File: config.mk
export PLATFORM = sky130hd
export DESIGN_NAME = rvfi_retire_packer
export DESIGN_NICKNAME = d
export VERILOG_FILES = /design/src/rtl/rvfi_retire_packer.sv
export SDC_FILE = /design/constraint.sdc
export NUM_CORES = 1
export LEC_CHECK = 0
export ABC_CLOCK_PERIOD_IN_PS = 21400
export CORE_AREA = 2 2 366 368
export DETAILED_ROUTE_END_ITERATION = 12
export DIE_AREA = 0 0 368 370
export PLACE_DENSITY = 0.66
export SLEW_MARGIN = 20
export SYNTH_ARGS = -nofsm -noshare
export SYNTH_HDL_FRONTEND = slang
export SYNTH_SLANG_ARGS = --single-unit
File: constraint.sdc
create_clock -name clock -period 21.4 [get_ports clock]
set_input_delay 2.14 -clock clock [delete_from_list [all_inputs] [get_ports clock]]
set_output_delay 2.14 -clock clock [all_outputs]
set_load 0.03 [all_outputs]
File: src/rtl/rvfi_retire_packer.sv
// rvfi_retire_packer: collects single-issue retirement records into a FIFO and
// drains up to NRET of them per cycle onto an NRET-slot RVFI bus. Each emitted
// slot gets a monotonic 64-bit rvfi_order.
// Optional build macro RVFI_PCCHK_EN adds a sticky pc_err output. pc_err flags a
// break in the pc_rdata / pc_wdata chain between consecutive emitted records.
module rvfi_retire_packer #(
  parameter int NRET  = 1,
  parameter int XLEN  = 32,
  parameter int ILEN  = 32,
  parameter int DEPTH = 4,
  localparam int REC_W = ILEN + 18 + 8*XLEN + XLEN/4,
  localparam int MW    = XLEN/8
) (
  input  logic                 clock,
  input  logic                 reset,
  input  logic                 in_valid,
  output logic                 in_ready,
  input  logic [REC_W-1:0]     in_rec,
  output logic [NRET-1:0]      rvfi_valid,
  output logic [NRET*64-1:0]   rvfi_order,
  output logic [NRET*ILEN-1:0] rvfi_insn,
  output logic [NRET-1:0]      rvfi_trap,
  output logic [NRET-1:0]      rvfi_halt,
  output logic [NRET-1:0]      rvfi_intr,
  output logic [NRET*2-1:0]    rvfi_mode,
  output logic [NRET*2-1:0]    rvfi_ixl,
  output logic [NRET*5-1:0]    rvfi_rs1_addr,
  output logic [NRET*5-1:0]    rvfi_rs2_addr,
  output logic [NRET*XLEN-1:0] rvfi_rs1_rdata,
  output logic [NRET*XLEN-1:0] rvfi_rs2_rdata,
  output logic [NRET*5-1:0]    rvfi_rd_addr,
  output logic [NRET*XLEN-1:0] rvfi_rd_wdata,
  output logic [NRET*XLEN-1:0] rvfi_pc_rdata,
  output logic [NRET*XLEN-1:0] rvfi_pc_wdata,
  output logic [NRET*XLEN-1:0] rvfi_mem_addr,
  output logic [NRET*MW-1:0]   rvfi_mem_rmask,
  output logic [NRET*MW-1:0]   rvfi_mem_wmask,
  output logic [NRET*XLEN-1:0] rvfi_mem_rdata,
  output logic [NRET*XLEN-1:0] rvfi_mem_wdata,
`ifdef RVFI_PCCHK_EN
  output logic                 pc_err,
`endif
  output logic                 halted
);

  // Record field offsets, counted from the LSB (mem_wdata) upward.
  localparam int O_MWDATA = 0;
  localparam int O_MRDATA = XLEN;
  localparam int O_MWMASK = 2*XLEN;
  localparam int O_MRMASK = 2*XLEN + MW;
  localparam int O_MADDR  = 2*XLEN + 2*MW;
  localparam int O_PCW    = 3*XLEN + 2*MW;
  localparam int O_PCR    = 4*XLEN + 2*MW;
  localparam int O_RDW    = 5*XLEN + 2*MW;
  localparam int O_RDA    = 6*XLEN + 2*MW;
  localparam int O_RS2D   = O_RDA + 5;
  localparam int O_RS1D   = O_RS2D + XLEN;
  localparam int O_RS2A   = O_RS1D + XLEN;
  localparam int O_RS1A   = O_RS2A + 5;
  localparam int O_INTR   = O_RS1A + 5;
  localparam int O_HALT   = O_INTR + 1;
  localparam int O_TRAP   = O_HALT + 1;
  localparam int O_INSN   = O_TRAP + 1;

  localparam int PW = (DEPTH > 1) ? $clog2(DEPTH) : 1;
  localparam int CW = $clog2(DEPTH + 1);

  logic [REC_W-1:0] mem_q [DEPTH];
  logic [PW-1:0]    rd_q, rd_d, wr_q, wr_d;
  logic [CW-1:0]    count_q, count_d, k;
  logic [63:0]      base_q, base_d;
  logic             halt_seen_q, halt_seen_d;
  logic             halted_q, halted_d;
  logic             push;

  logic [REC_W-1:0] slot_q [NRET];
  logic [REC_W-1:0] slot_d [NRET];
  logic [63:0]      order_q [NRET];
  logic [63:0]      order_d [NRET];
  logic [NRET-1:0]  valid_q, valid_d;

  logic [REC_W-1:0] rec;
  logic [PW-1:0]    rd_idx;

`ifdef RVFI_PCCHK_EN
  logic             lpc_v_q, lpc_v_d;
  logic             ltrap_q, ltrap_d;
  logic [XLEN-1:0]  lpc_q, lpc_d;
  logic             pc_err_q, pc_err_d;
  assign pc_err = pc_err_q;
`endif

  // Acceptance uses only registered occupancy, never the same-cycle pop.
  assign in_ready = reset && !halt_seen_q && (count_q < CW'(DEPTH));
  assign push     = in_valid && in_ready;

  // Pop selection, slot packing, order assignment and pointer bookkeeping.
  always_comb begin
    k           = (count_q < CW'(NRET)) ? count_q : CW'(NRET);
    valid_d     = '0;
    halted_d    = halted_q;
    halt_seen_d = halt_seen_q;
    rec         = '0;
    rd_idx      = '0;
`ifdef RVFI_PCCHK_EN
    lpc_v_d  = lpc_v_q;
    lpc_d    = lpc_q;
    ltrap_d  = ltrap_q;
    pc_err_d = pc_err_q;
`endif
    for (int i = 0; i < NRET; i++) begin
      slot_d[i]  = '0;
      order_d[i] = '0;
      rd_idx     = PW'((int'(rd_q) + i) % DEPTH);
      rec        = mem_q[rd_idx];
      if (CW'(i) < k) begin
        // x0 writes are architecturally invisible, so present them as zero.
        if (rec[O_RDA +: 5] == 5'd0) rec[O_RDW +: XLEN] = '0;
        slot_d[i]  = rec;
        order_d[i] = base_q + 64'(i);
        valid_d[i] = 1'b1;
        if (rec[O_HALT]) halted_d = 1'b1;
`ifdef RVFI_PCCHK_EN
        if (lpc_v_d && (rec[O_PCR +: XLEN] != lpc_d) && !ltrap_d) pc_err_d = 1'b1;
        lpc_v_d = 1'b1;
        lpc_d   = rec[O_PCW +: XLEN];
        ltrap_d = rec[O_TRAP];
`endif
      end
    end
    if (push && in_rec[O_HALT]) halt_seen_d = 1'b1;
    count_d = count_q + CW'(push) - k;
    rd_d    = PW'((int'(rd_q) + int'(k)) % DEPTH);
    wr_d    = push ? PW'((int'(wr_q) + 1) % DEPTH) : wr_q;
    base_d  = base_q + 64'(k);
  end

  // FIFO storage holds data only; occupancy lives in count_q.
  always_ff @(posedge clock) begin
    if (push) mem_q[wr_q] <= in_rec;
  end

  // Control and registered RVFI slots; reset drops buffered records unemitted.
  always_ff @(posedge clock) begin
    if (!reset) begin
      count_q     <= '0;
      rd_q        <= '0;
      wr_q        <= '0;
      base_q      <= '0;
      halt_seen_q <= 1'b0;
      halted_q    <= 1'b0;
      valid_q     <= '0;
      for (int i = 0; i < NRET; i++) begin
        slot_q[i]  <= '0;
        order_q[i] <= '0;
      end
`ifdef RVFI_PCCHK_EN
      lpc_v_q  <= 1'b0;
      lpc_q    <= '0;
      ltrap_q  <= 1'b0;
      pc_err_q <= 1'b0;
`endif
    end else begin
      count_q     <= count_d;
      rd_q        <= rd_d;
      wr_q        <= wr_d;
      base_q      <= base_d;
      halt_seen_q <= halt_seen_d;
      halted_q    <= halted_d;
      valid_q     <= valid_d;
      for (int i = 0; i < NRET; i++) begin
        slot_q[i]  <= slot_d[i];
        order_q[i] <= order_d[i];
      end
`ifdef RVFI_PCCHK_EN
      lpc_v_q  <= lpc_v_d;
      lpc_q    <= lpc_d;
      ltrap_q  <= ltrap_d;
      pc_err_q <= pc_err_d;
`endif
    end
  end

  assign rvfi_valid = valid_q;
  assign halted     = halted_q;

  for (genvar g = 0; g < NRET; g++) begin : g_slot
    assign rvfi_order[g*64 +: 64]        = order_q[g];
    assign rvfi_insn[g*ILEN +: ILEN]     = slot_q[g][O_INSN +: ILEN];
    assign rvfi_trap[g]                  = slot_q[g][O_TRAP];
    assign rvfi_halt[g]                  = slot_q[g][O_HALT];
    assign rvfi_intr[g]                  = slot_q[g][O_INTR];
    assign rvfi_mode[g*2 +: 2]           = 2'd3;
    assign rvfi_ixl[g*2 +: 2]            = (XLEN == 64) ? 2'd2 : 2'd1;
    assign rvfi_rs1_addr[g*5 +: 5]       = slot_q[g][O_RS1A +: 5];
    assign rvfi_rs2_addr[g*5 +: 5]       = slot_q[g][O_RS2A +: 5];
    assign rvfi_rs1_rdata[g*XLEN +: XLEN] = slot_q[g][O_RS1D +: XLEN];
    assign rvfi_rs2_rdata[g*XLEN +: XLEN] = slot_q[g][O_RS2D +: XLEN];
    assign rvfi_rd_addr[g*5 +: 5]        = slot_q[g][O_RDA +: 5];
    assign rvfi_rd_wdata[g*XLEN +: XLEN] = slot_q[g][O_RDW +: XLEN];
    assign rvfi_pc_rdata[g*XLEN +: XLEN] = slot_q[g][O_PCR +: XLEN];
    assign rvfi_pc_wdata[g*XLEN +: XLEN] = slot_q[g][O_PCW +: XLEN];
    assign rvfi_mem_addr[g*XLEN +: XLEN] = slot_q[g][O_MADDR +: XLEN];
    assign rvfi_mem_rmask[g*MW +: MW]    = slot_q[g][O_MRMASK +: MW];
    assign rvfi_mem_wmask[g*MW +: MW]    = slot_q[g][O_MWMASK +: MW];
    assign rvfi_mem_rdata[g*XLEN +: XLEN] = slot_q[g][O_MRDATA +: XLEN];
    assign rvfi_mem_wdata[g*XLEN +: XLEN] = slot_q[g][O_MWDATA +: XLEN];
  end

endmodule

; ---- Yosys cells after proc, flatten, opt, wreduce, memory -nomap -nowiden
; Memories as Yosys holds them, arrays and structs flattened. A register that Yosys moved wholly into a read port is not among the register bits.
; Index checks and enable logic that the tools add are counted.
[word_totals]
ff_bits = 74
ramBits = 1634
output_inout_bits = 385
n_memories = 3
[op_classes]
add_sub_neg = 5
magnitude_cmp = 3
mux = 14
n_reduce_logical = 9
[mem_list]
columns = memory, depth, width, rd, rd_clocked_by_memory_dff, wr, line_no
row1 = mem_q, 4, 314, 1, 1, 1, 68  ; logic [REC_W-1:0] mem_q [DEPTH];
row2 = slot_q, 1, 314, 1, 0, 1, 76  ; logic [REC_W-1:0] slot_q [NRET];
row3 = order_q, 1, 64, 1, 0, 1, 78  ; logic [63:0] order_q [NRET];
[ops]
columns = operator, count
row1 = $mux W314, 2
row2 = $reduce_or A314 Y1, 1
row3 = $mux W64, 2
row4 = $add A64 B3 Y64, 1
row5 = $reduce_or A64 Y1, 1
row6 = $mux W32, 1
row7 = $mux W1, 7
row8 = $logic_not A5 Y1, 1
row9 = $logic_and A1 B1 Y1, 4
row10 = $add A3 B1 Y3, 1
row11 = $lt A1 B3 Y1 const A, 1
row12 = $lt A3 B1 Y1 const B, 1
row13 = $lt A3 B3 Y1 const B, 1
row14 = $mux W3, 1
row15 = $sub A3 B3 Y3, 1
row16 = $add A2 B1 Y2 const B, 1
row17 = $add A2 B2 Y2, 1
row18 = $mux W2, 1
row19 = $reduce_and A2 Y1, 1
row20 = $logic_not A1 Y1, 1

; ---- Depth between registers and ports, before layout
[logic_depth]
word_depth = 6
depth_mapped = 12
mapped_depth_nobuf = 10

; ---- Worst setup path before layout
; No wires, ideal clock.
[synth_path]
path_kind = input to register
startpoint = input port reset
endpoint = memory mem_q[0][0] (netlist name), enable pin
setup_time_ps = 719
arrival_time_ps = 10645
path_slack_ps = 10036
path_stages = 3
path_buffers = 1
path_cell_list = clkbuf_1 > nor3b_1 > and3_1
[synth_via]
elab_chain_cells = 5
[synth_rtl]
columns = item, line_no
row1 = start: declaration, 15  ; input logic reset,
row2 = $logic_and A1 B1 Y1 (2 in series), 94  ; assign in_ready = reset && !halt_seen_q && (count_q < CW'(DEPTH));
row3 = named net in_ready, 17  ; output logic in_ready,
row4 = $logic_and A1 B1 Y1, 95  ; assign push = in_valid && in_ready;
row5 = $mux W1, 140  ; if (push) mem_q[wr_q] <= in_rec;
row6 = $mux W1 (implied by the code), 140
row7 = end: declaration, 68
; The timed path passes the listed nets, and every way through them passes these cells.

; ---- Final worst setup path
[layout_path]
startpoint = input port reset
endpoint = output port in_ready
[layout_via]
elab_chain_cells = 2
[layout_rtl]
columns = item, line_no
row1 = $logic_and A1 B1 Y1 (2 in series), 94
row2 = end: declaration, 17
; Every way passes these cells.

==> impl_metrics.prom <==
# TYPE chip_impl_metric gauge
chip_impl_info{name="outcome",value="finished clean"} 1
chip_impl_info{name="crit_path_top_delay_cell",value="clkdlybuf4s50_1"} 1
chip_impl_metric{name="floorplan.die_area",unit="mm2"} 0.1362
chip_impl_metric{name="post_synth_inst_count",unit=""} 2879
chip_impl_info{name="worst_hold_path_type",value="flip-flop to flip-flop"} 1
chip_impl_metric{name="report.final.hold_viol_count",unit=""} 0
chip_impl_metric{name="worst_slack",unit="ps"} 14960
chip_impl_metric{name="dp_worst_setup_slack",unit="ps"} 14140
chip_impl_info{name="type_of_element_capturing_the_critical_path",value="primary output"} 1
chip_impl_metric{name="grt_pass1_vias",unit=""} 28830
chip_impl_metric{name="grt_overflow",unit=""} 0
chip_impl_metric{name="synth.lib_cells_used.distinct",unit=""} 53
chip_impl_metric{name="p_leak",unit="nW"} 24.14
chip_impl_info{name="grt_setup_unrepaired",value="false"} 1
chip_impl_metric{name="drt-pass1-iter-count",unit=""} 7
chip_impl_metric{name="slew_headroom",unit=""} 0.2650
chip_impl_metric{name="htreeDepth",unit=""} 4
chip_impl_metric{name="timing.final.crit_period",unit="ps"} 6436
chip_impl_info{name="synth.cells.most_frequent",value="edfxtp_1, dfxtp_1, and2_1, mux4_2, clkbuf_1"} 1
chip_impl_metric{name="timing.critical_path.slowest_cell_delay",unit="ps"} 890
chip_impl_metric{name="placeableCoreArea",unit="mm2"} 0.1325
chip_impl_metric{name="worst_clock_skew",unit="ps"} 24.62
chip_impl_metric{name="area.sequential",unit="mm2"} 0.04677
chip_impl_metric{name="global_route_wire_length_before_repair",unit="um"} 189900
chip_impl_metric{name="gp_congestion",unit=""} 0.8093
chip_impl_metric{name="drcViolationCount",unit=""} 0
chip_impl_metric{name="ys_async_sr_fraction",unit=""} 0
chip_impl_metric{name="highest_clock_rate",unit="MHz"} 155.4
chip_impl_metric{name="report.final.setup_viol",unit=""} 0
chip_impl_metric{name="critPathBufInv",unit=""} 3
chip_impl_info{name="post-synth-top-area-cell",value="edfxtp_1"} 1
chip_impl_metric{name="report.power.total",unit="mW"} 9.078
chip_impl_metric{name="cts-buffers-inserted",unit=""} 170
chip_impl_metric{name="final-max-slew-violation-count",unit=""} 0
chip_impl_metric{name="io_buffers",unit=""} 697
chip_impl_metric{name="placement_rows",unit=""} 134
chip_impl_metric{name="required",unit="ps"} 19260
chip_impl_info{name="cts_tree",value="built"} 1
chip_impl_metric{name="detail_route.wirelength",unit="um"} 129600
chip_impl_metric{name="die_height",unit="um"} 370
chip_impl_info{name="timing.setup.critical_path_class",value="input pin to primary output"} 1
chip_impl_info{name="synthMostInstantiatedCell",value="edfxtp_1"} 1
chip_impl_metric{name="yosys_warnings",unit=""} 0
chip_impl_metric{name="synth_enable_flop_cells",unit=""} 1256
chip_impl_metric{name="grt_start_max_net_pins",unit=""} 135
chip_impl_metric{name="final_layout_size_suffix_gt1_frac",unit=""} 0.1669
chip_impl_metric{name="cts_max_path_buffers",unit=""} 3
chip_impl_metric{name="initialDrtViolationCount",unit=""} 2002
chip_impl_metric{name="ctsResizeCount",unit=""} 0
chip_impl_metric{name="setup.reg_to_reg.worst_slack",unit="ps"} 16800
chip_impl_metric{name="cts.sinks",unit=""} 1708
chip_impl_metric{name="timing.critical_path.arrival",unit="ps"} 4300
chip_impl_metric{name="multi_input_area",unit="mm2"} 0.01163
chip_impl_info{name="dominantRegCellSynth",value="edfxtp_1"} 1
chip_impl_metric{name="finalSetupTns",unit="ps"} 0
chip_impl_metric{name="fin_crit_sh",unit=""} 0.3007
chip_impl_metric{name="ant_nets",unit=""} 0
chip_impl_info{name="chain_of_cells_forming_the_critical_path",value="clkdlybuf4s50_1, buf_4, nor3b_1, clkdlybuf4s50_1"} 1
chip_impl_info{name="critPathMostFrequentCell",value="clkdlybuf4s50_1"} 1
chip_impl_info{name="synthTopCellsByArea",value="edfxtp_1, dfxtp_1, mux4_2, and2_1, clkbuf_1"} 1
chip_impl_metric{name="worst_slew_pin_slew",unit="ps"} 1102
chip_impl_metric{name="cts.clk_slew.worst_paths",unit="ps"} 50
chip_impl_metric{name="postSynthRegisterBits",unit=""} 1708
chip_impl_metric{name="post_cts.repair.setup_buffers",unit=""} 0
chip_impl_metric{name="io-pin-count",unit=""} 702
chip_impl_metric{name="hold_ws",unit="ps"} 480.6
chip_impl_metric{name="power_density",unit="mW/mm2"} 123.1
chip_impl_metric{name="synthesis.area",unit="mm2"} 0.05898
chip_impl_metric{name="dieWidth",unit="um"} 368
chip_impl_info{name="worstSetupStartpointType",value="input pin"} 1
chip_impl_metric{name="maxCapViolCount",unit=""} 0
chip_impl_metric{name="worst_ir_drop_vdd",unit="mV"} 0.08377
chip_impl_metric{name="syn-mean-instance-area",unit="um2"} 20.49
chip_impl_metric{name="antenna_found_initial",unit=""} 42
chip_impl_metric{name="via_count",unit=""} 28550
chip_impl_metric{name="synth_sequential_area_ratio",unit=""} 0.7929
chip_impl_metric{name="initial_core_utilization",unit=""} 0.4453
chip_impl_metric{name="critical_path_peak_fanout",unit=""} 17
chip_impl_metric{name="num-fill-cells",unit=""} 10110
chip_impl_metric{name="synthDominantCellAreaShare",unit=""} 0.6395
chip_impl_metric{name="worstSkewPairLatency",unit="ps"} 790
chip_impl_metric{name="ctsHoldBuffers",unit=""} 0
chip_impl_metric{name="total_global_routing_track_utilization",unit=""} 0.1889
chip_impl_metric{name="routed_wire_length_per_instance",unit="um"} 23.20
chip_impl_info{name="root_buffer_cell",value="clkbuf_16"} 1
chip_impl_info{name="cpLargestDelayFamily",value="buffers and inverters"} 1
chip_impl_metric{name="finish.net_count",unit=""} 3990
chip_impl_metric{name="dpl.hpwl",unit="um"} 81000
chip_impl_metric{name="drt-vias-per-instance",unit=""} 5.110
chip_impl_metric{name="syn_to_final_growth",unit="%"} 24.98
-- registers in the layout (all words and copies together), names as in the netlist --
name and cells:
wr_q 2, base_q 64, halted 1, rd_q 2
order_q 64, halt_seen_q 1, mem_q 1256, count_q 3
slot_q 314, rvfi_valid 1
-- kinds of logic (layout without fill, tap and decap cells) --
logic type	after synthesis	in the layout	synth area share
flops	1708	1708	0.7929
simple gates	593	593	0.06141
mux	316	316	0.1202
buf+inv	148	1071	0.01059
compound gates	63	63	0.006343
xor+xnor	35	35	0.005197
fa+ha+maj	14	14	0.003224
other cells	2	19	0.0001273
-- per-stage QoR --
stage	instance area, um2	cells	utilization
after floorplan	58990	2881	-
after global placement	67990	5254	0.5133
after detailed placement	68010	5255	0.5135
after CTS	73680	5572	0.5562
after global routing	73710	5584	0.5565
final	73720	5587	0.5566
-- where the power goes --
part / switching [mW] / total (mW) / internal [mW]
registers: 0.172 / 4.04 / 3.87
logic: 1.11 / 2.08 / 0.975
clock network: 1.22 / 2.95 / 1.73
-- worst reg2reg max path, delay by kind of cell, from the launching register on --
kind | cells | cell delay (ps)
flops | 1 | 330
simple gates | 2 | 1450
buf+inv | 3 | 2400
-- final timing paths --
check / cells after the start / startpoint / end
max: 4 / reset / in_ready
min: 2 / base_q[63]$_SDFF_PN0_ / base_q[63]$_SDFF_PN0_
max reg2reg: 5 / count_q[2]$_SDFF_PN0_ / mem_q[1][235]$_DFFE_PP_
min reg2reg: 2 / base_q[63]$_SDFF_PN0_ / base_q[63]$_SDFF_PN0_
-- cell usage in the layout, fill, tap and decap left out, types with 17 or more instances in the layout --
cell type	instances
and2_1	359
edfxtp_1	1256
nor2_1	50
inv_1	17
xor2_1	17
dfxtp_1	450
nand3_1	21
clkbuf_1	52
buf_4	34
clkbuf_16	174
nor2b_1	33
mux4_2	314
a21oi_1	30
xnor2_1	18
nand2_1	29
clkdlybuf4s50_1	697
clkinv_2	20
nand4_1	26
clkbuf_8	30
-- layout make-up --
class | count | area share
Clock buffer | 256 | 0.06732
Timing Repair Buffer | 736 | 0.09944
Clock inverter | 61 | 0.009488
Inverter | 18 | 0.0009165
Tap cell | 1768 | 0.03001
Multi-Input combinational cell | 1025 | 0.1578
Antenna cell | 15 | 0.0005092
Sequential cell | 1708 | 0.6345
-- layer usage --
metal	vias to the layer above	routed length, um	part of all wire	GRT usage
met3	234	9305	0.072	0.05750
met5	-	325	0.0025	0
met2	898	64740	0.50	0.3089
met4	52	3570	0.028	0.06829
met1	14570	51660	0.40	0.2390
li1	12790	-	-	-
No activity file was read; power rests on OpenSTA's default activity.
